$ cat src/rtl/param_sync_fifo.sv
// Synchronous single-clock FIFO with registered occupancy, threshold flags,
// sticky error flags and a selectable standard / first-word-fall-through read port.
module param_sync_fifo #(
   parameter int DATA_W = 32,
   parameter int DEPTH  = 32,
   parameter int ADDR_W = 5,
   parameter int FWFT   = 0
) (
   input  logic              clk,
   input  logic              rstn,
   input  logic              clr,
   input  logic              wr,
   input  logic [DATA_W-1:0] wr_data,
   input  logic              rd,
   output logic [DATA_W-1:0] rd_data,
   output logic              rd_data_vld,
   input  logic [ADDR_W:0]   cfg_almost_full,
   input  logic [ADDR_W:0]   cfg_almost_empty,
   output logic              full,
   output logic              empty,
   output logic              almost_full,
   output logic              almost_empty,
   output logic [ADDR_W:0]   fifo_num,
   output logic              overflow,
   output logic              underflow
);

   localparam logic [ADDR_W:0] DEPTH_N = (ADDR_W+1)'(DEPTH);
   localparam logic [ADDR_W:0] ONE     = (ADDR_W+1)'(1);

   logic [DATA_W-1:0] mem [DEPTH];
   logic [ADDR_W:0]   wr_ptr, rd_ptr, cnt;
   logic [ADDR_W-1:0] wr_addr, rd_addr;
   logic              wr_acc, rd_acc;

   assign wr_addr = wr_ptr[ADDR_W-1:0];
   assign rd_addr = rd_ptr[ADDR_W-1:0];

   // Flags come only from the registered count, never from this cycle's wr/rd.
   assign full         = (cnt == DEPTH_N);
   assign empty        = (cnt == '0);
   assign almost_full  = (cnt >= cfg_almost_full);
   assign almost_empty = (cnt <= cfg_almost_empty);
   assign fifo_num     = cnt;

   assign wr_acc = wr & ~full  & ~clr;
   assign rd_acc = rd & ~empty & ~clr;

   always_ff @(posedge clk) begin
      if (wr_acc) mem[wr_addr] <= wr_data;
   end

   always_ff @(posedge clk or negedge rstn) begin
      if (!rstn) begin
         wr_ptr    <= '0;
         rd_ptr    <= '0;
         cnt       <= '0;
         overflow  <= 1'b0;
         underflow <= 1'b0;
      end else if (clr) begin
         wr_ptr    <= '0;
         rd_ptr    <= '0;
         cnt       <= '0;
         overflow  <= 1'b0;
         underflow <= 1'b0;
      end else begin
         if (wr_acc) wr_ptr <= wr_ptr + ONE;
         if (rd_acc) rd_ptr <= rd_ptr + ONE;
         if (wr_acc && !rd_acc)      cnt <= cnt + ONE;
         else if (rd_acc && !wr_acc) cnt <= cnt - ONE;
         if (wr && full)  overflow  <= 1'b1;
         if (rd && empty) underflow <= 1'b1;
      end
   end

   generate
      if (FWFT != 0) begin : g_fwft
         assign rd_data     = mem[rd_addr];
         assign rd_data_vld = ~empty;
      end else begin : g_std
         logic [DATA_W-1:0] rd_q;
         logic              vld_q;

         // rd_q is held across clr so the last word read stays visible.
         always_ff @(posedge clk or negedge rstn) begin
            if (!rstn) begin
               rd_q  <= '0;
               vld_q <= 1'b0;
            end else if (clr) begin
               vld_q <= 1'b0;
            end else begin
               vld_q <= rd_acc;
               if (rd_acc) rd_q <= mem[rd_addr];
            end
         end

         assign rd_data     = rd_q;
         assign rd_data_vld = vld_q;
      end
   endgenerate

endmodule

$ cat config.mk
export PLATFORM = sky130hd
export DESIGN_NAME = param_sync_fifo
export DESIGN_NICKNAME = d
export VERILOG_FILES = /design/src/rtl/param_sync_fifo.sv
export SDC_FILE = /design/constraint.sdc
export NUM_CORES = 1
export LEC_CHECK = 0
export ABC_AREA = 0
export CORE_ASPECT_RATIO = 0.7
export CORE_MARGIN = 2
export CORE_UTILIZATION = 40
export CTS_CLUSTER_DIAMETER = 100
export CTS_CLUSTER_SIZE = 25
export DETAILED_ROUTE_END_ITERATION = 6
export SYNTH_ARGS = -nofsm -noshare
export SYNTH_HDL_FRONTEND = slang
export SYNTH_SLANG_ARGS = --single-unit
export TNS_END_PERCENT = 30
$ cat constraint.sdc
create_clock -name clk -period 3.3 [get_ports clk]
set_clock_uncertainty 0.05 [all_clocks]
set_input_delay 0.495 -clock clk [delete_from_list [all_inputs] [get_ports clk]]
set_output_delay 0.495 -clock clk [all_outputs]
set_load 0.01 [all_outputs]
# Word-level counts from Yosys, hierarchy flattened

Memories as Yosys holds them, arrays and structs flattened. A register that Yosys moved wholly into a read port is not among the register bits.
Cells that the tools add are included.

Bits in registers: 21
Memory bits (writable): 1024
Bits of input ports: 49
Output and inout bits: 45
Logic and storage cells: 49
Memories kept: 1

Memory list:

| memory | depth | bits a word | rd ports | clocked after Yosys merged registers in | wr ports | line | text |
|---|---|---|---|---|---|---|---|
| mem    | 32    | 32          | 1        | 1                                       | 1        | 31   | `logic [DATA_W-1:0] mem [DEPTH];` |

Add/subtract/negate cells: 4
Magnitude comparators: 2
Eq/ne operators: 1
Mux-type cells: 14
Bitwise gates (word level): 7
Reductions and logical operators: 14

Operator list:

| operator              | number |
|---|---|
| $mux W6               | 7 |
| $add A6 B1 Y6 const B | 3 |
| $reduce_bool A2 Y1    | 4 |
| $mux W1               | 7 |
| $eq A6 B6 Y1 const B  | 1 |
| $ge A6 B6 Y1          | 1 |
| $le A6 B6 Y1          | 1 |
| $logic_not A6 Y1      | 1 |
| $sub A6 B1 Y6 const B | 1 |
| $and A1 B1 Y1         | 4 |
| $logic_and A1 B1 Y1   | 4 |
| $logic_not A1 Y1      | 3 |
| $not A1 Y1            | 3 |
| $reduce_bool A3 Y1    | 1 |
| $reduce_and A2 Y1     | 1 |

# Longest topological paths before layout

Gate-level depths: netlist (run 1).

Depth after elaboration: 9
Depth in mapped cells: 12
Depth with buffers taken out: 11

# Least setup slack after synthesis (run 1)

OpenSTA, ideal clock, no wires.

Path kind: reg2reg
From: reg cnt[1] (netlist: fifo_num[1])
To: reg cnt[5] (netlist: fifo_num[5])
Library setup time: 0.131 ns
Data arrival time: 3.029 ns
Required time: 3.119 ns
Path slack: 0.090 ns
Cell stages (with the launch flop): 12
Path buffers: 1
Clock period less this slack: 3.210 ns
Path through: dfrtp_1 or4_4 o31a_1 clkbuf_1 or3_1 ha_1 a211oi_1 o21bai_1 a21oi_1 mux2i_1 xnor2_1 nor2_1

Word-level cells in the longest chain between the ends: 8
Elaborated cells between the ends (all ways): 18
Those cells by class: 2 x add/sub; 1 x eq/ne; 3 x mux; 6 x bitwise; 6 x reduce/logical

Ends and longest elaborated chain:

| what                                                  | line | text |
|---|---|---|
| start: declaration                                    | 32   | `logic [ADDR_W:0] wr_ptr, rd_ptr, cnt;` |
| start signal: assignment                              | 69   | `if (wr_acc && !rd_acc) cnt <= cnt + ONE;` |
| start signal: assignment                              | 70   | `else if (rd_acc && !wr_acc) cnt <= cnt - ONE;` |
| branches (longest 8 deep; another with $sub A6 B1 Y6) | n/a  |  |

Several ways; the timed one is not identified. The select of a mux whose other input is x is not followed.
A chain may end at the register's enable or synchronous reset.

# Worst setup path in the final report (run 1)

From: reg cnt[1] (netlist: fifo_num[1])
To: out almost_empty

Word-level cells in the longest chain between the ends: 1

Ends and longest elaborated chain:

| what             | line | text |
|---|---|---|
| $le A6 B6 Y1     | 43   | `assign almost_empty = (cnt <= cfg_almost_empty);` |
| end: declaration | 22   | `output logic almost_empty,` |

Every way passes these cells.

==> results.md, run 1 <==
- Via/cell ratio: 5.89
- Min cycle time layout: 3100 ps
- Main area contributors after synthesis: edfxtp_1 73%, mux4_2 7.0%, mux2i_1 4.7%, dfrtp_1 3.0%, mux2_2 1.7%
- Max-slew violations: 0
- Post-synthesis xor/xnor area fraction: 0.251%
- Initial antenna violation count: 4
- Die ar.: 107,000 sq um
- Synth cell types: 44
- Leak: 0.0146 uW
- Fin worst setup slack: 198 ps
- Clk slew on worst S/H paths: 100 ps
- Die height: 275 um
- Nets: 2,396
- Clock sinks: 1,075
- Synthesized flop and latch total: 1,075
- Die X: 391 um
- Post-route insts no fill: 3,732
- Setup WS pre-CTS: -5.55 ps
- Synth Warn #: 0
- Final hold slack: 395 ps
- Syn Nets: 2,246
- Row cnt: 99
- # fillers: 8,716
- Layout Utilization: 45.7%
- DP HPWL: 61.9 mm
- Critical Path Fanout Max: 6
- Detail Route Antenna Nets: 0
- Crit end category: output port
- Top_reg_cell synth: edfxtp_1
- Register share of total power: 52.8%
- I/O pin cnt: 94
- DR WL/cell: 29.6 um
- Placed insts: 3,636
- Worst Max-Slew Pin Slew: 1190 ps
- Critical path's slowest cell: dfrtp_1
- Final number of hold-violating endpoints: 0
- Wirelength, routed: 111 mm
- Vias post-DR: 22,000
- Core ar.: 104,000 sq um
- Mux cell area share after synthesis: 13.3%
- Adder-cell share of the synthesized area: 0.674%
- Drt pass-1 iters: 7
- Crit share post-route: 94.0%
- CTS max path bufs: 3
- CTS tree: done
- CP Launch Type: register
- Initial Util: 40.3%
- Post-synth EDFFs: 1,024
- Proportion of layout cells with a drive suffix above 1: 19.4%
- Global-route wire length before repair: 157 mm
- Post-synthesis sequential area ratio: 76.4%
- Biggest area consumer among synthesized cells: edfxtp_1
- Asr flop ratio synth: 4.74%
- # port buffers: 93
- Largest family of logic cells by synthesized area: multiplexers
- Status: completed
- Critical path class: register to output port
- Switching power share of the total: 26.6%
- Pwr/cell area: 625 nW/um^2
- DRT iter0 DRCs: 2,564
- Compound-Gate Fraction of Synth Area: 5.70%
- Fmax: 0.322 GHz
- Area growth from synthesis to layout: 13.3%
- Crit path DAT: 2560 ps
- Clk pwr share: 24.4%
- Net Sw Power: 7900 uW
- Max cap viols: 0
- Total track usage: 20.4%
- Mean Syn Cell Area: 19.3 sq um
- TritonCTS buffer count: 49
- Commonest non-fill, non-tap cells in the layout: 1,024 x edfxtp_1, 195 x mux2i_1, 136 x a21oi_1
- Post-synthesis simple-gate area fraction: 2.07%
- Post-Synthesis Cells: 2,175
- Htree depth: 2
- Post-route DRC: 0
- Maximum vdd drop: 0.398 mV
- CP dominant cell by count: o21a_1
- Share of the synthesized area in the top cell type: 73.3%
- Required time of the critical path: 2750 ps
- Final setup fails: 0
- Skew-Pair Late Insertion Delay: 650 ps
- Worst-path cell chain: buf_4 -> ha_1 -> nor2b_1 -> o21a_1 -> o21a_1 -> o21a_1 -> o21a_1 -> o22ai_1 -> clkbuf_2
- Cell-internal power: 21,800 uW
- Vias in the first global route: 21,900
- Syn Std Cell Area: 41,900 sq um
- Root Buffer: clkbuf_16
- Most common cell after layout, fill and taps aside: edfxtp_1
- Rel. slew slack: 20.2%
- Total power: 29,700 uW
- Hold Path Class: input port to async pin
- Part of the power in combinational logic: 22.8%
- Gpl congestion: 0.804
- CP peak stage delay: 390 ps
- Largest net degree at the start of global routing: 65
- Overflow after GRT: 0
## flip-flops by register name, indices dropped and copies added (netlist names)
| signal | count |
|---|---|
| rd_data | 32 |
| underflow | 1 |
| rd_ptr | 5 |
| rd_data_vld | 1 |
| mem | 1024 |
| overflow | 1 |
| fifo_num | 6 |
| wr_ptr | 5 |
## power by group through the flow
stage	Sequential [uW]	Combinational, uW	Clock, uW
after floorplan	15800	4480	0
after global placement	16000	6720	0
after detailed placement	16000	6830	0
after CTS	15700	6840	7410
after global routing	15700	7260	7890
final	15700	6770	7240
## per-layer routing
layer | GRT usage (%) | routed length [um] | up-vias
li1 | - | - | 9178
met3 | 3.66 | 9340 | 149
met1 | 29.4 | 46900 | 11700
met4 | 4.59 | 2520 | 6
met5 | 0 | 38 | -
met2 | 32.7 | 51800 | 957
## cells by family after synthesis
| logic type | count (synthesis) |
|---|---|
| xor gates and xnor gates | 12 |
| and+or+nand+nor | 160 |
| DFF | 1075 |
| AOI/OAI and AO/OA | 375 |
| buffers and inverters | 143 |
| adders and majority gates | 22 |
| muxes | 388 |
## worst paths after layout
kind                        startpoint      endpoint  slack [ps]  cells after the start
min                               rstn   rd_data_vld         400                      2
max                        fifo_num[1]  almost_empty         200                      9
max in group asynchronous         rstn   rd_data[21]        2070                      3
max reg2reg                fifo_num[0]   fifo_num[5]         200                     10
min reg2reg                   overflow      overflow         470                      2
min in group clk                    wr      overflow         460                      3
## critical path: cells and delay by family (launching register included)
kind / cells / cell delay, ps
flip-flops: 1 / 390
AND/OR/NAND/NOR: 1 / 130
adder cells (fa/ha/maj): 1 / 290
AO/OA/AOI/OAI: 5 / 780
buffers and inverters: 2 / 310
## final cells by class
type                       count  area, sq um  area share [%]
sequential                  1075        32000            67.4
multi-input combinational    957         9510            20.0
timing repair buffer         224         2670            5.62
tap                         1363         1710            3.59
clock buffer                  88         1430            3.00
clock inverter                 4         82.6           0.174
inverter                      18         67.6           0.142
antenna                        3         7.51          0.0158
## timing repair
action | CTS | global route
gates resized for setup | 3 | 4
buffers inserted | 0 | 0
endpoints found under the setup margin | 2 | 3
hold buffers | 1 | 0
hold endpoints to repair | 33 | 0
## per-stage QoR
step	TNS [ps]	instance area [sq um]
floorplan	0	41900
global placement	-94.6	46000
detailed placement	-5.55	46000
CTS	0	47500
global route	-1.30	47500
finish	0	47500
## cell usage after synthesis (6+ instances only)
cell	number
nor2_1	86
nand2_1	14
mux2_2	63
mux2i_1	195
o221ai_1	63
buf_1	7
nor3_2	29
clkbuf_1	65
dfrtp_1	51
edfxtp_1	1024
inv_1	18
mux4_2	130
buf_2	42
o21ai_0	65
buf_6	9
a21oi_1	136
a221o_1	31
xnor2_1	7
ha_1	21
o22ai_1	64
nor2b_1	6
Power figures use the tool's default switching activity.
==> run 2: changes to the inputs <==
Settings changed: CORE_ASPECT_RATIO 0.7 to 1.4, SLEW_MARGIN from default to 20.
==> run 2 against run 1 <==
Effect of this change: setup slack worse by 120 ps; largest power group unchanged; sequential cell count stayed put; non-clock buffer count is 4 higher; register-to-register slack hardly changed; wire length is 3.7% lower.
==> results.md, run 2 (synthesis gave the netlist of run 1 again) <==
- Nets: 2,399 (+0.13%)
- Commonest non-fill, non-tap cells in the layout: 1,024 x edfxtp_1, 195 x mux2i_1, 135 x a21oi_1
- Worst Max-Slew Pin Slew: 1090 ps (-106 ps)
- Gpl congestion: 0.786 (-2.2%)
- Critical Path Fanout Max: 6 (unchanged)
- Critical path class: register to output port
- Core ar.: 104,000 sq um (unchanged)
- Max FFs per register: 1,024 (unchanged)
- Initial antenna violation count: 4 (unchanged)
- Reg with most FFs: mem
- Proportion of layout cells with a drive suffix above 1: 19.7% (+0.25 points)
- Fin worst setup slack: 74.6 ps (-123 ps)
- Overflow after GRT: 0 (unchanged)
- Row cnt: 140 (+41%)
- CP Launch Type: register
- Fmax: 0.310 GHz (-3.8%)
- Die X: 278 um (-29%)
- Status: completed
- DR WL/cell: 28.6 um (-3.3%)
- Die ar.: 107,000 sq um (about the same)
- TritonCTS buffer count: 48 (-2.0%)
- Post-route DRC: 0 (unchanged)
- Maximum vdd drop: 0.375 mV (-5.6%)
- Placed insts: 3,626 (-0.28%)
- Drt pass-1 iters: 5 (-2)
- Skew-Pair Late Insertion Delay: 650 ps (about the same)
- Final number of hold-violating endpoints: 0 (unchanged)
- Setup WS pre-CTS: -83.1 ps (-77.5 ps)
- Die height: 387 um (+41%)
- Post-route setup TNS: 0 ps (unchanged)
- CTS max path bufs: 3 (unchanged)
- Clk slew on worst S/H paths: 100 ps (about the same)
- Area growth from synthesis to layout: 12.5%
- # port buffers: 93 (unchanged)
- Wirelength, routed: 107 mm (-3.7%)
- # fillers: 8,804 (+1.0%)
- Pwr/cell area: 620 nW/um^2 (-0.71%)
- Crit path DAT: 2680 ps (+120 ps)
- Final hold slack: 309 ps (-86.6 ps)
- Most common cell after layout, fill and taps aside: edfxtp_1
- CTS tree: done
- Final setup fails: 0 (unchanged)
- Crit share post-route: 97.7% (+3.7 points)
- Htree depth: 2 (unchanged)
- Max cap viols: 0 (unchanged)
- Hold Path Class: input port to register
- Largest net degree at the start of global routing: 68 (+4.6%)
- DP HPWL: 60.0 mm (-3.1%)
- Crit end category: output port
- Rel. slew slack: 27.3% (+7.1 points)
- Vias in the first global route: 21,900 (+0.18%)
- Max-slew violations: 0 (unchanged)
- Min cycle time layout: 3230 ps (+123 ps)
- Required time of the critical path: 2750 ps (about the same)
- DRT iter0 DRCs: 1,814 (-29%)
- Detail Route Antenna Nets: 0 (unchanged)
- Clock sinks: 1,075 (unchanged)
- Via/cell ratio: 5.75 (-2.4%)
- Total track usage: 19.7% (-0.76 points)
- Post-route insts no fill: 3,718 (-0.38%)
- I/O pin cnt: 94 (unchanged)
- Layout Utilization: 45.3% (-0.35 points)
- Global-route wire length before repair: 153 mm (-2.6%)
- Vias post-DR: 21,400 (-2.8%)
- Initial Util: 40.3% (unchanged)
- Root Buffer: clkbuf_16
- Leak: 0.0146 uW (-0.52%)
## run 2: cell types whose count changed in the layout (fill, tap and decap cells not counted), moves of 6 or more
cell	before	now
buf_4	70	94
buf_12	61	41
buf_2	0	6
clkdlybuf4s50_1	90	84
## run 2: worst max-delay path: stages (launching register included)
cell and delay, ps:
dfrtp_1 400, buf_4 170, ha_1 290, nor2b_1 140, o21a_1 160, o21a_1 160
o21a_1 170, o21a_1 160, o22ai_1 130, clkdlybuf4s15_2 260
## run 2: per-stage QoR
stage / instance area (sq um) / total power [uW]
after detailed placement: 45700 / 22700
after floorplan: 41900 / 20300
after CTS: 47200 / 29500
final: 47200 / 29200
after global routing: 47100 / 30400
after global placement: 45700 / 22600
## run 2: final cells by class
type | count | area (sq um) | area share [%]
Sequential cell | 1075 | 32000 | 67.9
Inverter | 18 | 67.6 | 0.143
Clock buffer | 87 | 1390 | 2.95
Timing Repair Buffer | 228 | 2430 | 5.15
Clock inverter | 1 | 16.3 | 0.0345
Antenna cell | 3 | 7.51 | 0.0159
Multi-Input combinational cell | 957 | 9520 | 20.2
Tap cell | 1349 | 1690 | 3.58
## run 2: final timing paths
kind / start / slack [ps] / end / cells past startpoint
max: fifo_num[1] / 70 / almost_empty / 9
min: wr_data[8] / 310 / mem[24][8] / 1
max reg2reg: fifo_num[0] / 210 / fifo_num[5] / 10
min reg2reg: underflow / 470 / underflow / 2
max in group asynchronous: rstn / 2060 / rd_data[16] / 3
min in group asynchronous: rstn / 410 / rd_data_vld / 2
## run 2: where the power goes
group | total, uW | switching, uW | internal (uW)
clock | 6900 | 4010 | 2890
combinational | 6650 | 3230 | 3420
sequential | 15700 | 441 | 15300
## run 2: repair_timing
action | in CTS | in global routing
resized for setup | 6 | 2
hold buffers | 1 | 0
endpoints found under the setup margin | 2 | 2
endpoints found under the hold margin | 40 | 0
setup buffers | 0 | 0
## run 2: routing by layer
metal  vias up  track usage [%]  routed length (um)
li1       9180                -                   -
met1     11300             24.3               40800
met2       712             36.2               57500
met3       151             1.95                5290
met4         2             6.08                2930
met5         -                0                  13
==> run 3: changes to the inputs <==
Settings changed: CORE_UTILIZATION 40 to 56, PLACE_DENSITY from default to 0.75.
==> run 3 against run 2 <==
Effect of this change: core utilization is 17 points higher; worst hold slack worse by 4.8 ps; sequential power hardly changed; critical endpoint unchanged; largest cell class unchanged.
==> results.md, run 3 (synthesis gave the netlist of run 1 again) <==
- Status: completed
- Post-route DRC: 0 (unchanged)
- Worst R2R Setup Slack: 160 ps (-50 ps)
- Wirelength, routed: 100 mm (-5.8%)
- Via/cell ratio: 6.62 (+15%)
- Area growth from synthesis to layout: 10.4%
- Required time of the critical path: 2750 ps (about the same)
- Final number of hold-violating endpoints: 0 (unchanged)
- Vias post-DR: 21,900 (+2.4%)
- Critical path class: register to output port
- Gpl congestion: 0.816 (+3.7%)
- Final setup fails: 0 (unchanged)
- CTS max path bufs: 3 (unchanged)
- Fin worst setup slack: 156 ps (+81.3 ps)
- DRT iter0 DRCs: 2,745 (+51%)
- RSZ-0062 raised after global routing: no
- Crit share post-route: 95.3% (-2.5 points)
- Die X: 235 um (-15%)
- I/O pin cnt: 94 (unchanged)
- Clock sinks: 1,075 (unchanged)
- Max cap viols: 0 (unchanged)
- Global-route wire length before repair: 146 mm (-4.5%)
- Grt met1 use: 34.1% (+9.8 points)
- Placed insts: 3,219 (-11%)
- Crit path DAT: 2600 ps (-80 ps)
- Max FFs per register: 1,024 (unchanged)
- Hold Path Class: input port to register
- Detail Route Antenna Nets: 0 (unchanged)
- Met3 global-route usage: 3.87% (+1.9 points)
- Row cnt: 118 (-16%)
- Pwr/cell area: 626 nW/um^2 (+0.87%)
- Largest net degree at the start of global routing: 78 (+15%)
- Drt pass-1 iters: 6 (+1)
- Max-slew violations: 0 (unchanged)
- Skew-Pair Late Insertion Delay: 660 ps (about the same)
- TritonCTS buffer count: 48 (unchanged)
- Leak: 0.0144 uW (-1.1%)
- Total track usage: 26.1% (+6.4 points)
- Rel. slew slack: 26.1% (-1.1 points)
- Root Buffer: clkbuf_16
- Die height: 328 um (-15%)
- CP Launch Type: register
- DP HPWL: 56.0 mm (-6.6%)
- Nets: 2,382 (-0.71%)
- Proportion of layout cells with a drive suffix above 1: 19.1% (-0.55 points)
- # port buffers: 93 (unchanged)
- Worst Max-Slew Pin Slew: 1100 ps (+17.2 ps)
- Die ar.: 77,100 sq um (-28%)
- Initial Util: 56.6% (+16 points)
- Initial antenna violation count: 1 (-3)
- Vias in the first global route: 22,200 (+1.6%)
- Maximum vdd drop: 0.446 mV (+19%)
- CTS tree: done
- Core ar.: 74,100 sq um (-29%)
- Clk slew on worst S/H paths: 100 ps (about the same)
- Htree depth: 2 (unchanged)
- Critical Path Fanout Max: 6 (unchanged)
- GRT Max-Usage Layer: met2
- Post-route insts no fill: 3,306 (-11%)
- Overflow after GRT: 0 (unchanged)
- Reg with most FFs: mem
- Most common cell after layout, fill and taps aside: edfxtp_1
- Met2 Resource Use GR: 45.1% (+8.9 points)
- Commonest non-fill, non-tap cells in the layout: 1,024 x edfxtp_1, 195 x mux2i_1, 135 x a21oi_1
- Crit end category: output port
- Fmax: 0.318 GHz (+2.6%)
- Setup WS pre-CTS: -69.1 ps (+14.0 ps)
- DR WL/cell: 30.4 um (+6.0%)
- Min cycle time layout: 3140 ps (-81.3 ps)
==> run 3: cell count changes in the layout (fill, tap and decap cells not counted), moves of 2 or more <==
cell / change
buf_4: -2
clkbuf_1: -4
buf_12: -15
inv_6: +2
diode_2: -2
==> run 3: path summary, 6_finish.rpt <==
path,depth (start not counted),end,startpoint
min in group asynchronous,2,rd_data[18],rstn
setup / recovery,9,almost_empty,fifo_num[1]
setup reg to reg,10,fifo_num[5],fifo_num[0]
hold reg to reg,2,underflow,underflow
max in group asynchronous,2,rd_ptr[3],rstn
hold / removal,1,mem[7][17],wr_data[17]
==> run 3: per-stage QoR <==
step	utilization [%]	instance area, sq um	hold WS (ps)	power [uW]	setup TNS [ps]
5_1_grt	62.5	46300	310	30000	0
6_report	62.5	46300	304	29000	0
4_1_cts	62.5	46300	450	29100	0
3_3_place_gp	60.6	44900	440	22400	-65.3
3_5_place_dp	60.6	44900	451	22500	-69.1
2_1_floorplan	-	41900	149	20300	0
==> run 3: repair_timing <==
item                       CTS  global route
setup endpoints to repair    2             3
hold endpoints to repair    47             0
hold buffers                 1             0
setup buffers                0             1
gates resized for setup      4             3
pin swaps                    0             0
cloned                       0             0
==> run 3: report_power, final <==
| group | switching [uW] | total, uW | internal (uW) |
|---|---|---|---|
| clock | 3940 | 6760 | 2820 |
| combinational | 3250 | 6580 | 3340 |
| sequential | 370 | 15600 | 15300 |
| total | 7550 | 29000 | 21400 |
==> run 3: final cells by class <==
type                    count  area (sq um)
clock inverters             2          17.5
fillers                  5009         27800
inverters                  18          71.3
repair buffers            211          2110
clock buffers              82          1350
multi-input cells         957          9520
diodes                      1          2.50
flip-flops and latches   1075         32000
well taps                 960          1200
==> run 3: worst max-delay path: stages (launching register included) <==
cell and delay (ps):
dfrtp_1 400, buf_4 170, ha_1 280, nor2b_1 140
o21a_1 170, o21a_1 170, o21a_1 170, o21a_1 170
o22ai_1 140, clkbuf_2 160
==> run 3: layer usage <==
layer / up-vias / part of all wire [%]
li1: 9118 / -
met1: 11300 / 36
met2: 1210 / 51
met3: 223 / 9.1
met4: 0 / 3.7
met5: - / 0
